`config.mk`:
```
export PLATFORM = sky130hd
export DESIGN_NAME = instruction_fetch
export DESIGN_NICKNAME = d
export VERILOG_FILES = /design/src/rtl/instruction_fetch_pkg.sv /design/src/rtl/instruction_fetch_memory.sv /design/src/rtl/instruction_fetch.sv
export SDC_FILE = /design/constraint.sdc
export NUM_CORES = 2
export LEC_CHECK = 0
export ABC_AREA = 1
export BUFFER_PORTS_ARGS = -buffer_cell sky130_fd_sc_hd__clkbuf_2
export CORE_MARGIN = 2
export CORE_UTILIZATION = 35
export DETAILED_ROUTE_END_ITERATION = 7
export PLACE_DENSITY = 0.59
export SYNTH_ARGS = -nofsm -noshare
export SYNTH_HDL_FRONTEND = slang
export SYNTH_SLANG_ARGS = --single-unit
export TNS_END_PERCENT = 5
```
`constraint.sdc`:
```
create_clock -name i_clk -period 4.9 [get_ports i_clk]
set_clock_uncertainty 0.1 [all_clocks]
set_input_delay 1.225 -clock i_clk [delete_from_list [all_inputs] [get_ports i_clk]]
set_output_delay 1.225 -clock i_clk [all_outputs]
set_load 0.01 [all_outputs]
```
`src/rtl/instruction_fetch_pkg.sv`:
```
// Shared constants for the IF stage: NOP encoding, FSM state codes and PC increment.
package instruction_fetch_pkg;

   localparam logic [31:0] CODE_NOP = 32'h0000_0000;
   localparam int          PC_STEP  = 4;

   localparam logic [1:0] STATE_IDLE   = 2'd0;
   localparam logic [1:0] STATE_RUN    = 2'd1;
   localparam logic [1:0] STATE_HALTED = 2'd2;

endpackage

```
`src/rtl/instruction_fetch_memory.sv`:
```
// Instruction memory: one synchronous write port for program loading, one combinational read port.
module instruction_memory #(
   parameter int DEPTH = 64,
   parameter int WIDTH = 32,
   parameter int AW    = $clog2(DEPTH)
) (
   input  logic             i_clk,
   input  logic             i_wr_en,
   input  logic [AW-1:0]    i_wr_addr,
   input  logic [WIDTH-1:0] i_wr_data,
   input  logic [AW-1:0]    i_rd_addr,
   output logic [WIDTH-1:0] o_rd_data
);

   logic [WIDTH-1:0] r_mem [DEPTH];

   // Contents survive reset on purpose so a loaded program can be re-run.
   always_ff @(posedge i_clk) begin
      if (i_wr_en) begin
         r_mem[i_wr_addr] <= i_wr_data;
      end
   end

   assign o_rd_data = r_mem[i_rd_addr];

endmodule

```
`src/rtl/instruction_fetch.sv`:
```
// IF stage of the 5-stage MIPS core: PC, run/halt control, instruction memory and the IF/ID register.
module instruction_fetch
   import instruction_fetch_pkg::*;
#(
   parameter int PC_WIDTH    = 32,
   parameter int INSTR_WIDTH = 32,
   parameter int MEM_DEPTH   = 64
) (
   input  logic                          i_clk,
   input  logic                          i_reset,
   input  logic                          i_enable,
   input  logic                          i_start,
   input  logic                          i_not_load,
   input  logic                          i_halt,
   input  logic                          i_pc_src,
   input  logic [PC_WIDTH-1:0]           i_jump_addr,
   input  logic                          i_mem_wr_en,
   input  logic [$clog2(MEM_DEPTH)-1:0]  i_mem_wr_addr,
   input  logic [INSTR_WIDTH-1:0]        i_mem_wr_data,
   output logic [PC_WIDTH-1:0]           o_pc,
   output logic [PC_WIDTH-1:0]           o_if_id_pc4,
   output logic [INSTR_WIDTH-1:0]        o_if_id_instr,
   output logic                          o_running,
   output logic                          o_halted
);

   localparam int MEM_AW = $clog2(MEM_DEPTH);

   logic [1:0]             r_state;
   logic [PC_WIDTH-1:0]    r_pc;
   logic [PC_WIDTH-1:0]    r_pc4;
   logic [INSTR_WIDTH-1:0] r_instr;

   logic [PC_WIDTH-1:0]    w_pcPlus4;
   logic [INSTR_WIDTH-1:0] w_fetch;
   logic                   w_memWrEn;

   // Program loading is only legal while idle; it is not gated by i_enable.
   assign w_memWrEn = (r_state == STATE_IDLE) && i_mem_wr_en;
   assign w_pcPlus4 = r_pc + PC_WIDTH'(PC_STEP);

   instruction_memory #(
      .DEPTH (MEM_DEPTH),
      .WIDTH (INSTR_WIDTH),
      .AW    (MEM_AW)
   ) u_mem (
      .i_clk     (i_clk),
      .i_wr_en   (w_memWrEn),
      .i_wr_addr (i_mem_wr_addr),
      .i_wr_data (i_mem_wr_data),
      .i_rd_addr (r_pc[MEM_AW+1:2]),
      .o_rd_data (w_fetch)
   );

   // Stall beats halt, halt beats a redirect; a redirect flushes the wrong-path fetch to NOP.
   always_ff @(posedge i_clk) begin
      if (i_reset) begin
         r_state <= STATE_IDLE;
         r_pc    <= '0;
         r_pc4   <= '0;
         r_instr <= INSTR_WIDTH'(CODE_NOP);
      end else if (i_enable) begin
         case (r_state)
            STATE_IDLE: begin
               if (i_start) begin
                  r_state <= STATE_RUN;
               end
            end
            STATE_RUN: begin
               if (!i_not_load) begin
                  if (i_halt) begin
                     r_state <= STATE_HALTED;
                  end else if (i_pc_src) begin
                     r_pc    <= i_jump_addr;
                     r_pc4   <= '0;
                     r_instr <= INSTR_WIDTH'(CODE_NOP);
                  end else begin
                     r_pc    <= w_pcPlus4;
                     r_pc4   <= w_pcPlus4;
                     r_instr <= w_fetch;
                  end
               end
            end
            default: begin
               r_state <= r_state;
            end
         endcase
      end
   end

   assign o_pc          = r_pc;
   assign o_if_id_pc4   = r_pc4;
   assign o_if_id_instr = r_instr;
   assign o_running     = (r_state == STATE_RUN);
   assign o_halted      = (r_state == STATE_HALTED);

endmodule

```
# Word-level counts from Yosys, hierarchy flattened
# Memory sizes are Yosys's and may differ from the RTL's. A register that Yosys moved wholly into a read port is not among the register bits.
# Cells that the tools add are included.
# word_totals
regBits,98
ramBits,2048
inputBits,78
out_inout_bits,98
wordCells,29
mem_count,1
# op_classes
addsub,1
n_eq_ne,5
muxes,11
bitwise_logic,2
reduce_logical,5
# mem_list
memory,words,word_bits,rd,rd_ports_with_merged_regs,wr,line_no,rtl
u_mem.r_mem,64,32,1,1,1,instruction_fetch_memory.sv:15,logic [WIDTH-1:0] r_mem [DEPTH];
# ops
operator,n
two-way mux 32 bit,3
adder 32 x 3 -> 32 bit (second input constant),1
two-way mux 6 bit,2
two-way mux 2 bit,3
!= test 2 bit (second input constant),3
AND reduction 5 bit,1
case mux 2 bit (2 select lines),1
AND reduction 4 bit,1
== test 2 x 1 -> 1 bit (second input constant),1
== test 2 bit (second input constant),1
logical NOT 2 bit,1
two-way mux 1 bit,2
NOT 1 bit,2
nonzero test 2 bit,1
logical AND 1 bit,1

# Longest topological paths before layout
# depth
depth_word,4
mapped_depth,14
ltp_nobuf,11

# Hierarchy
# Synthesis repeated with hierarchy kept, for this count alone.
# unflattened
cells_unflattened,7400
hier_area_um2,86504.2
# by_module_without_submodules
mod,n_inst,cells_each,area_per_inst_um2,seq_area_each_um2
instruction_memory,1,6737,82097.5,61499.0
instruction_fetch,1,663,4406.7,1961.9

# Worst setup path after synthesis
# No wires, ideal clock.
# synth_path
path_kind,in2reg
startpoint,in i_mem_wr_en
endpoint,"mem u_mem.r_mem[0][0], enable pin"
setup_ns,0.421
arrival_time_ns,3.277
setup_slack_ns,1.102
cell_stages,3
path_buffers,0
path_cell_list,nor3b_2 -> nand4_1 -> nor2_1
# synth_via
elab_chain_cells,3
# synth_rtl
element,line_no,rtl
start: declaration,instruction_fetch.sv:17,"input logic i_mem_wr_en,"
logical AND 1 bit,instruction_fetch.sv:39,assign w_memWrEn = (r_state == STATE_IDLE) && i_mem_wr_en;
two-way mux 1 bit,instruction_fetch_memory.sv:19,if (i_wr_en) begin
two-way mux 1 bit (implied by the code),instruction_fetch_memory.sv:20,r_mem[i_wr_addr] <= i_wr_data;
end: declaration,instruction_fetch_memory.sv:15,
# No other way between the ends.

==> results.sh <==
export IMPL_die_w_um=500
export IMPL_ctsLongestPathBuffers=3
export IMPL_critical_path_class="reg -> reg"
export IMPL_dr_total_vias=58400
export IMPL_fmax_mhz=284
export IMPL_start_util_pct=35.1
export IMPL_synthCells=7316
export IMPL_cts_sinks=2152
export IMPL_power_mw=37.0
export IMPL_grt_pass1_wl_um=382000
export IMPL_switchingPower_mw=7.91
export IMPL_synth_seq_cells=2152
export IMPL_synthToLayoutAreaGrowth_pct=14.1
export IMPL_cts_tree="built"
export IMPL_grt_max_degree=159
export IMPL_num_nets_final=7522
export IMPL_yosysTopAreaCell="edfxtp_1"
export IMPL_maxSlewViolCount=0
export IMPL_switching_share_pct=21.4
export IMPL_crit_fanout=119
export IMPL_timing_max_cap_violations=0
export IMPL_drive_gt1_share_pct=10.0
export IMPL_wl_per_cell_um=24.3
export IMPL_drt_iter0_drc=7637
export IMPL_yosysMostFrequentCell="nand2_1"
export IMPL_power_density_mw_per_mm2=377
export IMPL_synthesis_area_mm2=0.0861
export IMPL_fp_dieH_um=500
export IMPL_setup_viol=0
export IMPL_crit_path_end="o_if_id_instr[31]"
export IMPL_reg2reg_slack_ns=1.38
export IMPL_htree_levels=4
export IMPL_critPathCaptureType="flop"
export IMPL_rsz0062_at_grt="false"
export IMPL_synth_main_ff_cell="edfxtp_1"
export IMPL_hold_path_class="reg -> reg"
export IMPL_synthArstFlopShare_pct=0
export IMPL_clkTransAtPathRegs_ns=0.06
export IMPL_post_cts_resized=0
export IMPL_period_share_pct=71.9
export IMPL_startpoint_type="flop"
export IMPL_synth_top_area_share_pct=71.4
export IMPL_first_pass_iters=6
export IMPL_yosys_top_cells_area="edfxtp_1 (71%), nand3_1 (11%), nand2_1 (11%), dfxtp_1 (2.4%), buf_2 (1.5%)"
export IMPL_grt_pass1_vias=55100
export IMPL_postRouteAntennaNets=0
export IMPL_power_frac_seq_pct=54.6
export IMPL_grt_overflow_total=0
export IMPL_seq_area_frac_synth_pct=73.8
export IMPL_r2r_end="o_if_id_instr[31]"
export IMPL_period_needed_ns=3.52
export IMPL_root_buffer="clkbuf_16"
export IMPL_required_ns=5.60
export IMPL_worstPathArrival_ns=4.22
export IMPL_synth_avg_cell_area_um2=11.8
export IMPL_core_area_mm2=0.245
export IMPL_tns_ns=0
export IMPL_numCtsBuffers=213
export IMPL_postCtsSetupBuffers=0
export IMPL_hold_violations=0
export IMPL_ios=176
export IMPL_worstMarginPinSlew_ns=1.34
export IMPL_ys_types=30
export IMPL_clockPowerShare_pct=42.6
export IMPL_rr_worst_depth=12
export IMPL_cts_hold_buf=0
export IMPL_yosys_warnings=0
export IMPL_port_buffers=175
export IMPL_timing_max_slew_rel_slack_pct=10.5
export IMPL_syn_nets=7395
export IMPL_insertion_delay_ns=0.87
export IMPL_ir_drop_uv=393
export IMPL_antenna_found_initial=12
export IMPL_drc=0
export IMPL_die_area_mm2=0.250
export IMPL_vias_per_cell=5.38
export IMPL_yosys_top_cells_count="nand2_1 (2441), edfxtp_1 (2048), nand3_1 (1928)"
export IMPL_wl_um=263000
export IMPL_internal_power_mw=29.1
export IMPL_grt_usage_pct=20.6
export IMPL_gp_congestion=0.857
export IMPL_synth_edf_count=2048
export IMPL_combPwrFrac_pct=2.8
export IMPL_floorplan_rows=182
export IMPL_p_leak_nw=33.9
export IMPL_status="finished clean"
export IMPL_dp_hpwl_um=152000
-- cell usage in the layout (no fill, tap or decap), drive strengths merged, types with 12 or more instances in the layout --
cell    instances
nand2        2442
edfxtp       2048
nand3        1928
clkbuf        428
buf           223
clkinv        110
dfxtp         104
nor2          101
a21oi          71
inv            61
a31oi          24
nand4          17
xor2           16
o21ai          16
bufinv         12
-- cell type report --
| class | instances | area [µm²] |
|---|---|---|
| multi-input combinational | 4636 | 20700 |
| sequential | 2152 | 63600 |
| inverter | 53 | 228 |
| clock inverter | 134 | 1060 |
| tap | 3220 | 4030 |
| timing repair buffer | 387 | 3000 |
| antenna | 5 | 12.5 |
| fill | 22900 | 147000 |
| clock buffer | 264 | 5600 |
-- sequential cells by signal, indices dropped and copies added (netlist names), named ones only --
register	cells
o_if_id_pc4	32
o_if_id_instr	32
o_pc	32
r_state	2
u_mem.r_mem	2048
-- worst max-delay path: stages, from the launching register on --
cell and delay [ns]:
dfxtp_4 0.50, inv_8 0.66, buf_4 0.67, nand2_1 0.12
nand3_1 0.11, nand3_1 0.08, nand2_1 0.07, nand2_1 0.12
nand3_1 0.15, nand3_1 0.24, nand2_1 0.30, nand2_1 0.08
a21oi_1 0.13
-- worst min-delay path by stage --
stage	startpoint	to	depth (start not counted)
2_1_floorplan	r_state[1]	r_state[1]	2
3_3_place_gp	o_if_id_pc4[20]	o_if_id_pc4[20]	2
3_5_place_dp	o_if_id_pc4[7]	o_if_id_pc4[7]	2
4_1_cts	o_if_id_pc4[7]	o_if_id_pc4[7]	2
5_1_grt	o_if_id_pc4[0]	o_if_id_pc4[0]	2
6_report	o_if_id_pc4[31]	o_if_id_pc4[31]	2
-- metrics by stage --
step | area (µm²) | cells | hold WS [ns] | worst slack, ns | utilization, %
final | 98200 | 10900 | 0.365 | 1.38 | 40.0
after global routing | 98200 | 10800 | 0.385 | 1.21 | 40.0
after CTS | 98200 | 10800 | 0.365 | 1.38 | 40.0
after detailed placement | 91500 | 10400 | 0.356 | 1.04 | 37.3
after global placement | 91500 | 10400 | 0.353 | 1.08 | 37.3
after floorplan | 86100 | 7316 | 0.376 | 1.10 | -
-- power groups by stage --
stage          registers, mW  clock network [mW]  logic [mW]
6_report                20.2                15.8        1.02
5_1_grt                 20.2                16.6        1.09
4_1_cts                 20.2                16.0        1.02
3_5_place_dp            20.6                   0        1.02
3_3_place_gp            20.6                   0        1.00
2_1_floorplan           20.6                   0       0.351
-- cells by family (layout without fill, tap and decap cells) --
logic type | after synthesis | count (layout) | share of synthesized area, %
AO/OA/AOI/OAI | 115 | 115 | 0.715
other | 0 | 5 | 0
buffers and inverters | 528 | 838 | 2.69
flip-flops | 2152 | 2152 | 73.8
XOR/XNOR | 18 | 18 | 0.183
AND/OR/NAND/NOR | 4502 | 4502 | 22.6
adder cells (fa/ha/maj) | 1 | 1 | 0.0145
-- per-layer routing --
| metal | GRT usage (%) | share of wire (%) | up-vias |
|---|---|---|---|
| li1 | - | - | 26200 |
| met4 | 6.92 | 3.3 | 2 |
| met3 | 2.99 | 8.6 | 415 |
| met2 | 32.9 | 47 | 2854 |
| met5 | 0 | 0.0030 | - |
| met1 | 28.8 | 41 | 29000 |
(Power assumes the default switching activity.)
